`src/rtl/stall_pkg.sv`:
```
// stall_pkg
// Shared definitions for the pipeline stall/flush controller:
//   - stage indices into the stall vector (PC .. WB) and the stage count
//   - the multi-cycle FSM state encoding
//   - the stall vector produced for each stall level
// Ports: none (package).
package stall_pkg;

  localparam int STG_PC     = 0;
  localparam int STG_IF     = 1;
  localparam int STG_ID     = 2;
  localparam int STG_EX     = 3;
  localparam int STG_MEM    = 4;
  localparam int STG_WB     = 5;
  localparam int NUM_STAGES = 6;

  typedef enum logic {
    ST_IDLE    = 1'b0,
    ST_MC_BUSY = 1'b1
  } mc_state_e;

  // Each level freezes every stage up to and including the one that cannot
  // advance, so the vectors are monotone and WB is never held.
  localparam logic [NUM_STAGES-1:0] STALL_NONE = 6'b000000;
  localparam logic [NUM_STAGES-1:0] STALL_LU   = 6'b000111;
  localparam logic [NUM_STAGES-1:0] STALL_MC   = 6'b001111;
  localparam logic [NUM_STAGES-1:0] STALL_MEM  = 6'b011111;

endpackage

```
`src/rtl/stall_ctrl_hazard_detect.sv`:
```
// hazard_detect
// Combinational load-use comparator. Flags when the load currently in EX
// writes a register that the instruction in ID actually reads. x0 is never
// a hazard because it is hard-wired to zero. Flush gating is applied by the
// caller.
// Ports:
//   id_rs1_i, id_rs2_i           : source registers of the ID instruction
//   id_rs1_used_i, id_rs2_used_i : the corresponding source is really read
//   ex_rd_i                      : destination register of the EX instruction
//   ex_mem_read_i                : EX instruction is a load
//   lu_raw_o                     : raw load-use hazard condition
module hazard_detect (
  input  logic [4:0] id_rs1_i,
  input  logic [4:0] id_rs2_i,
  input  logic       id_rs1_used_i,
  input  logic       id_rs2_used_i,
  input  logic [4:0] ex_rd_i,
  input  logic       ex_mem_read_i,
  output logic       lu_raw_o
);

  logic rs1_hit;
  logic rs2_hit;

  // A source only matters when it is both read and equal to the load target.
  assign rs1_hit  = id_rs1_used_i && (id_rs1_i == ex_rd_i);
  assign rs2_hit  = id_rs2_used_i && (id_rs2_i == ex_rd_i);
  assign lu_raw_o = ex_mem_read_i && (ex_rd_i != 5'd0) && (rs1_hit || rs2_hit);

endmodule

```
`src/rtl/stall_ctrl.sv`:
```
// stall_ctrl
// Pipeline stall/flush controller for the 5-stage core. Arbitrates memory
// wait states, multi-cycle EX ops and load-use hazards into one monotone
// stall vector (highest level wins) and generates the taken-branch flushes.
// All stall/flush outputs are combinational from inputs and state.
// Optional feature: define STALL_CTRL_PERF_EN to add saturating 32-bit
// cycle counters perf_lu / perf_mc / perf_mem of the winning stall level.
// Ports:
//   clk, rst_n                 : clock, asynchronous active-low reset
//   id_rs1/id_rs2, *_used      : ID source registers and their use flags
//   ex_rd, ex_mem_read         : EX destination and load flag
//   ex_mc_start                : EX holds a multi-cycle op
//   ex_branch_taken            : branch in EX resolved taken
//   mem_req, mem_ready         : data-memory request / completion
//   stall[5:0]                 : PC, IF, ID, EX, MEM, WB hold bits
//   flush_if_id, flush_id_ex   : zero the register at the next edge
//   mc_busy, mc_done           : multi-cycle FSM busy / last EX cycle
//   mem_timeout                : one-cycle pulse after too many wait cycles
module stall_ctrl
  import stall_pkg::*;
#(
  parameter int MC_LAT      = 4,
  parameter int MEM_TIMEOUT = 255
) (
  input  logic                  clk,
  input  logic                  rst_n,
  input  logic [4:0]            id_rs1,
  input  logic [4:0]            id_rs2,
  input  logic                  id_rs1_used,
  input  logic                  id_rs2_used,
  input  logic [4:0]            ex_rd,
  input  logic                  ex_mem_read,
  input  logic                  ex_mc_start,
  input  logic                  ex_branch_taken,
  input  logic                  mem_req,
  input  logic                  mem_ready,
  output logic [NUM_STAGES-1:0] stall,
  output logic                  flush_if_id,
  output logic                  flush_id_ex,
  output logic                  mc_busy,
  output logic                  mc_done,
  output logic                  mem_timeout
`ifdef STALL_CTRL_PERF_EN
  ,
  output logic [31:0]           perf_lu,
  output logic [31:0]           perf_mc,
  output logic [31:0]           perf_mem
`endif
);

  localparam int CW = $clog2(MC_LAT);
  localparam int TW = $clog2(MEM_TIMEOUT + 1);

  mc_state_e       state_q, state_d;
  logic [CW-1:0]   mc_cnt_q, mc_cnt_d;
  logic [TW-1:0]   to_cnt_q, to_cnt_d;

  logic            mem_wait;
  logic            mc_stall;
  logic            mc_last;
  logic            to_hit;
  logic            lu_raw;
  logic            lu_stall;
  logic            ex_held;
  logic            flush;

  hazard_detect u_hazard_detect (
    .id_rs1_i      (id_rs1),
    .id_rs2_i      (id_rs2),
    .id_rs1_used_i (id_rs1_used),
    .id_rs2_used_i (id_rs2_used),
    .ex_rd_i       (ex_rd),
    .ex_mem_read_i (ex_mem_read),
    .lu_raw_o      (lu_raw)
  );

  assign mem_wait = mem_req && !mem_ready;

  // State registers. Reset drops any op in flight straight back to IDLE.
  always_ff @(posedge clk or negedge rst_n) begin
    if (!rst_n) begin
      state_q  <= ST_IDLE;
      mc_cnt_q <= '0;
      to_cnt_q <= '0;
    end else begin
      state_q  <= state_d;
      mc_cnt_q <= mc_cnt_d;
      to_cnt_q <= to_cnt_d;
    end
  end

  // Multi-cycle FSM. The accepting cycle is EX cycle 1 and already stalls;
  // mc_cnt then counts the remaining EX cycles and freezes during memory
  // waits because the whole pipe (EX included) is held then. Starts are
  // ignored while busy since the same op is simply being held in EX.
  always_comb begin
    state_d  = state_q;
    mc_cnt_d = mc_cnt_q;
    mc_stall = 1'b0;
    mc_last  = 1'b0;
    case (state_q)
      ST_IDLE: begin
        if (ex_mc_start && !mem_wait) begin
          state_d  = ST_MC_BUSY;
          mc_cnt_d = CW'(MC_LAT - 1);
          mc_stall = 1'b1;
        end
      end
      ST_MC_BUSY: begin
        mc_stall = (mc_cnt_q > CW'(1));
        if (!mem_wait) begin
          if (mc_cnt_q == CW'(1)) begin
            mc_last  = 1'b1;
            state_d  = ST_IDLE;
            mc_cnt_d = '0;
          end else begin
            mc_cnt_d = mc_cnt_q - CW'(1);
          end
        end
      end
      default: begin
        state_d  = ST_IDLE;
        mc_cnt_d = '0;
      end
    endcase
  end

  // Wait-state watchdog: counts consecutive wait cycles and restarts after
  // each pulse, so a long wait produces a pulse every MEM_TIMEOUT cycles.
  always_comb begin
    to_cnt_d = '0;
    to_hit   = 1'b0;
    if (mem_wait) begin
      if (to_cnt_q == TW'(MEM_TIMEOUT - 1)) begin
        to_hit = 1'b1;
      end else begin
        to_cnt_d = to_cnt_q + TW'(1);
      end
    end
  end

  // Stall arbitration and flush. ex_held is the EX hold bit computed without
  // the load-use term (which never reaches EX), breaking the loop between
  // flush, lu_stall and the stall vector. A flush kills the wrong-path ID
  // instruction, so it cannot cause a load-use stall.
  always_comb begin
    ex_held  = mem_wait || mc_stall;
    flush    = rst_n && ex_branch_taken && !ex_held;
    lu_stall = lu_raw && !flush;
    stall    = STALL_NONE;
    if (rst_n) begin
      if (mem_wait) begin
        stall = STALL_MEM;
      end else if (mc_stall) begin
        stall = STALL_MC;
      end else if (lu_stall) begin
        stall = STALL_LU;
      end
    end
  end

  assign flush_if_id = flush;
  assign flush_id_ex = flush;
  assign mc_busy     = (state_q == ST_MC_BUSY);
  assign mc_done     = rst_n && mc_last;
  assign mem_timeout = rst_n && to_hit;

`ifdef STALL_CTRL_PERF_EN
  logic [31:0] perf_lu_q, perf_mc_q, perf_mem_q;

  // Cycle counters of the winning stall level; they stick at all-ones.
  always_ff @(posedge clk or negedge rst_n) begin
    if (!rst_n) begin
      perf_lu_q  <= '0;
      perf_mc_q  <= '0;
      perf_mem_q <= '0;
    end else begin
      if (stall == STALL_LU && perf_lu_q != '1) begin
        perf_lu_q <= perf_lu_q + 32'd1;
      end
      if (stall == STALL_MC && perf_mc_q != '1) begin
        perf_mc_q <= perf_mc_q + 32'd1;
      end
      if (stall == STALL_MEM && perf_mem_q != '1) begin
        perf_mem_q <= perf_mem_q + 32'd1;
      end
    end
  end

  assign perf_lu  = perf_lu_q;
  assign perf_mc  = perf_mc_q;
  assign perf_mem = perf_mem_q;
`endif

endmodule

```
`config.mk`:
```
export PLATFORM = sky130hd
export DESIGN_NAME = stall_ctrl
export DESIGN_NICKNAME = d
export VERILOG_FILES = /design/src/rtl/stall_pkg.sv /design/src/rtl/stall_ctrl_hazard_detect.sv /design/src/rtl/stall_ctrl.sv
export SDC_FILE = /design/constraint.sdc
export NUM_CORES = 1
export LEC_CHECK = 0
export ABC_AREA = 1
export BUFFER_PORTS_ARGS = -buffer_cell sky130_fd_sc_hd__buf_4
export CORE_MARGIN = 5
export CORE_UTILIZATION = 50
export DETAILED_ROUTE_END_ITERATION = 12
export PLACE_DENSITY = 0.87
export SETUP_SLACK_MARGIN = 0.2
export SYNTH_ARGS = -nofsm -noshare
export SYNTH_HDL_FRONTEND = slang
export SYNTH_HIERARCHICAL = 1
export SYNTH_SLANG_ARGS = --single-unit
export TNS_END_PERCENT = 30
```
`constraint.sdc`:
```
create_clock -name clk -period 3.3 [get_ports clk]
set_input_delay 0.495 -clock clk [delete_from_list [all_inputs] [get_ports clk]]
set_output_delay 0.495 -clock clk [all_outputs]
set_load 0.02 [all_outputs]
```
# Word-level counts from Yosys, hierarchy flattened
# Cells that the tools add are included.
# op_classes
addsub	2
order_cmp	1
n_eq_ne	6
n_mux	20
n_bitwise	1
n_reduce_logical	19
# op_table
cell	count
8-bit two-way mux	2
1-bit logical AND	11
5-bit equality test	2
8-bit by 1-bit adder with 8-bit output, second input constant	1
8-bit equality test, second input constant	1
1-bit two-way mux	8
2-bit two-way mux	3
6-bit two-way mux	1
5-bit two-way mux	1
5-bit nonzero test	1
1-bit zero test	4
4-bit two-way mux	1
2-bit inequality test, second input constant	2
1-bit one-hot mux with 2 select lines	2
2-bit one-hot mux with 2 select lines	1
3-bit two-way mux	1
2-bit by 1-bit equality test with 1-bit output, second input constant	1
2-bit by 1-bit > comparator with 1-bit output, second input constant	1
1-bit logical OR	2
2-bit AND reduction	1
2-bit by 1-bit subtractor with 2-bit output, second input constant	1
1-bit NOT	1
# word_totals
ff_bits	11
input_bits	24
output_inout_bits	11
wordCells	52

# Longest topological paths before layout
# depth
ltp_word	15
ltp_mapped	9
ltp_nobuf	8

# Cells and area by module
# Netlist, hierarchy kept.
# by_module_without_submodules
module	n_inst	cells_per_inst	area_each_um2	seq_area_each_um2
stall_ctrl	1	82	644.4	275.3
hazard_detect	1	55	216.5	0.0

# Worst setup path after synthesis
# OpenSTA, ideal clock, no wires.
# synth_path
path_kind	input port to output port
start	input mem_ready
end	output flush_if_id
t_arrival_ps	1399
required_time_ps	2805
setup_slack_ps	1406
cell_stages	6
path_buffers	1
cell_sequence	inv_1 nand2_1 nand3b_1 nand3_1 nor2_1 buf_4
# synth_between
elab_chain_cells	9
# synth_rtl
item	line_no	source
start: declaration	stall_ctrl.sv:36	input logic mem_ready,
1-bit zero test *	stall_ctrl.sv:77	assign mem_wait = mem_req && !mem_ready;
1-bit logical AND *	stall_ctrl.sv:77	
1-bit zero test	--	
1-bit logical AND	stall_ctrl.sv:103	if (ex_mc_start && !mem_wait) begin
1-bit two-way mux	stall_ctrl.sv:103	
1-bit one-hot mux with 2 select lines	stall_ctrl.sv:101	case (state_q)
1-bit logical OR *	stall_ctrl.sv:147	ex_held = mem_wait || mc_stall;
1-bit zero test *	stall_ctrl.sv:148	flush = rst_n && ex_branch_taken && !ex_held;
1-bit logical AND *	stall_ctrl.sv:148	
end: declaration	stall_ctrl.sv:38	output logic flush_if_id,
# Every way passes the cells marked *; elsewhere a longest branch is shown, timed or not.

# Worst setup path after layout
# layout_path
start	register mc_cnt_q[0]
end	output stall[0]
# layout_between
elab_chain_cells	11
# layout_rtl
item	line_no	source
start: declaration	stall_ctrl.sv:55	logic [CW-1:0] mc_cnt_q, mc_cnt_d;
start signal: assignment	stall_ctrl.sv:87	mc_cnt_q <= mc_cnt_d;
2-bit by 1-bit > comparator with 1-bit output *	stall_ctrl.sv:110	mc_stall = (mc_cnt_q > CW'(1));
1-bit one-hot mux with 2 select lines *	stall_ctrl.sv:101	
1-bit logical OR	stall_ctrl.sv:147	
1-bit zero test	stall_ctrl.sv:148	
1-bit logical AND	stall_ctrl.sv:148	
1-bit zero test	stall_ctrl.sv:149	lu_stall = lu_raw && !flush;
1-bit logical AND	stall_ctrl.sv:149	
3-bit two-way mux	stall_ctrl.sv:156	end else if (lu_stall) begin
4-bit two-way mux *	stall_ctrl.sv:154	end else if (mc_stall) begin
5-bit two-way mux *	stall_ctrl.sv:152	if (mem_wait) begin
6-bit two-way mux *	stall_ctrl.sv:151	if (rst_n) begin
end: declaration	stall_ctrl.sv:37	output logic [NUM_STAGES-1:0] stall,
# Marks and branches as above.

==> impl_metrics.csv <==
group,metric,value,unit
logic_synthesis,yosysTopAreaCellShare,0.320,
timing,finalMaxSlewViolations,0,
logic_synthesis,syn_inst,137,
finish,nets,198,
pwr,peakVddDrop,0.349,mV
cts,clk-insertion-delay-late,0.26,ns
critical_path,critPathMaxFanout,3,
finish,drive_gt1_frac,0.259,
finish,register_area,275,um^2
critical_path,reg2reg_slack,2.08,ns
floorplan,dieArea,0.00265,mm^2
drt,vias_per_cell,4.88,
floorplan,die_height,51.5,um
drt,dr.first_iter.drc_count,20,
logic_synthesis,syn_area,861,um^2
cts,cts_resized,0,
floorplan,die_w,51.5,um
cts,h-tree-depth,1,
cts,post_cts_buffers,0,
critical_path,worstPathArrival,1.48,ns
logic_synthesis,ys_seq_elements,11,
drt,wire_per_inst,11.0,um
logic_synthesis,syn_area_per_cell,6.28,um^2
run,drv_cap,0,
finish,multiInputGateArea,473,um^2
finish,synthToLayoutAreaGrowth,30.8,%
logic_synthesis,synth_area_leaders,"dfrtp_1, nand2_1, nor2_1, inv_1, nand3_1",
logic_synthesis,yosysWarnings,6,
timing,clock_skew,0.000615,ns
cts,cts_sinks,11,
drt,ant_nets,0,
global_routing,antenna_found_initial,0,
logic_synthesis,yosysUniqueCellTypes,19,
place,place_hpwl,1750,um
timing,period_minus_slack,1.97,ns
drt,drt_wl_total,2060,um
critical_path,cp.required,2.80,ns
min_path,hp-class,"in2async",
finish,nFillCells,146,
timing,rsz0062_at_grt,"no",
critical_path,path_class,"reg2out",
cts,path_clk_slew,0.07,ns
floorplan,core,0.00169,mm^2
cts,cts_tree,"built",
run_status,status,"finished, final reports clean",
logic_synthesis,synth_seq_area_share,0.320,
place,numPortBuffers,33,
finish,layout_commonest_cell,"nand2_1",
timing,finalHoldViolations,0,
cts,postCtsHoldBufs,0,
place,place.gp.congestion,0.822,
timing,fin_tns_setup,0,ns
global_routing,overflow,0,
cts,clock_path_buffers,2,
global_routing,grt_max_degree,15,
floorplan,start_util,0.510,
global_routing,grt_usage,0.174,
finish,mostFrequentLayoutCells,"nand2_1, buf_4, nor2_1",
timing,period_share,0.598,
global_routing,grt_pass1_wl,3540,um
floorplan,rows,15,
finish,antenna_cells,0,
critical_path,worstSetupEndpointType,"primary output",
timing,fmax,0.507,GHz
finish,final_util,0.667,
cts,root_buffer,"clkbuf_4",
global_routing,grt_pass1_vias,939,
floorplan,ios,35,
drt,drc,0,
logic_synthesis,synth_area_leader_cell,"dfrtp_1",
pwr,power_leakage,0.638,nW
pwr,power.density,413,mW/mm^2
logic_synthesis,syn_nets,164,
critical_path,crit_path_start_kind,"flip-flop",
drt,num_vias,913,
timing,setup_violations,0,
cts,numCtsBuffers,3,
drt,drtPass1Iterations,4,
[layer usage]
metal,GRT usage,share of wire,up-vias
met5,0,0,-
met4,0.0655,0.0078,0
met3,0.0372,0.042,2
met2,0.341,0.53,21
met1,0.177,0.42,413
li1,-,-,477
[where the power goes]
group	internal, W	switching, W	total [W]
clock	0.0000467	0.0000443	0.0000910
combinational	0.0000868	0.000115	0.000202
sequential	0.000155	0.0000178	0.000172
total	0.000288	0.000177	0.000465
[worst max-delay path, cell delays in order (launching register included)]
cell	delay [ns]
dfrtp_1	0.39
ha_1	0.20
inv_1	0.08
nand3_1	0.07
nand3_1	0.12
nand2_1	0.08
nand2_1	0.12
buf_4	0.16
[cell type report]
class	count	area share
Multi-Input combinational cell	100	0.420
Sequential cell	11	0.244
Timing Repair Buffer	33	0.220
Inverter	22	0.0733
Clock buffer	4	0.0233
Tap cell	17	0.0189
[flip-flops by register name, summed over array words and instances (netlist names)]
name / cells
mc_busy: 1
mc_cnt_q: 2
to_cnt_q: 8
[path summary, 6_finish.rpt]
check | start | depth (start not counted) | endpoint
setup reg to reg | to_cnt_q[0] | 7 | to_cnt_q[3]
hold / removal | rst_n | 1 | to_cnt_q[2]
setup / recovery | mc_cnt_q[0] | 7 | stall[0]
hold reg to reg | to_cnt_q[0] | 1 | to_cnt_q[0]
max in group asynchronous | rst_n | 1 | mc_cnt_q[1]
min in group clk | to_cnt_q[0] | 1 | to_cnt_q[0]
[cell usage after synthesis, drive strengths merged]
master   n
conb     1
nand3   10
xnor2    1
nand4    1
buf      4
ha       3
nand3b   1
a21oi    4
inv     22
nand2   46
o21ai    4
nor2    25
dfrtp   11
nor3     2
xor2     2
[stage by stage]
step | std cells | hold WS (ns) | power [W] | setup slack, ns | instance area, um^2
6_report | 187 | 0.0638 | 0.000465 | 1.33 | 1130
5_1_grt | 187 | 0.0568 | 0.000507 | 1.19 | 1130
4_1_cts | 187 | 0.0542 | 0.000471 | 1.31 | 1130
3_5_place_dp | 183 | 0.347 | 0.000378 | 1.37 | 1100
3_3_place_gp | 183 | 0.342 | 0.000368 | 1.42 | 1100
2_1_floorplan | 137 | 0.199 | 0.000301 | 1.41 | 861
[cells by family (layout without fill, tap and decap cells)]
logic type	after synthesis	after routing	share of synthesized area
DFF	11	11	0.320
adders and majority gates	3	3	0.0436
buffers and inverters	26	59	0.131
xor gates and xnor gates	3	3	0.0305
AOI/OAI and AO/OA	8	8	0.0465
and+or+nand+nor	85	85	0.424
other	1	1	0.00436
(Power assumes the default switching activity.)
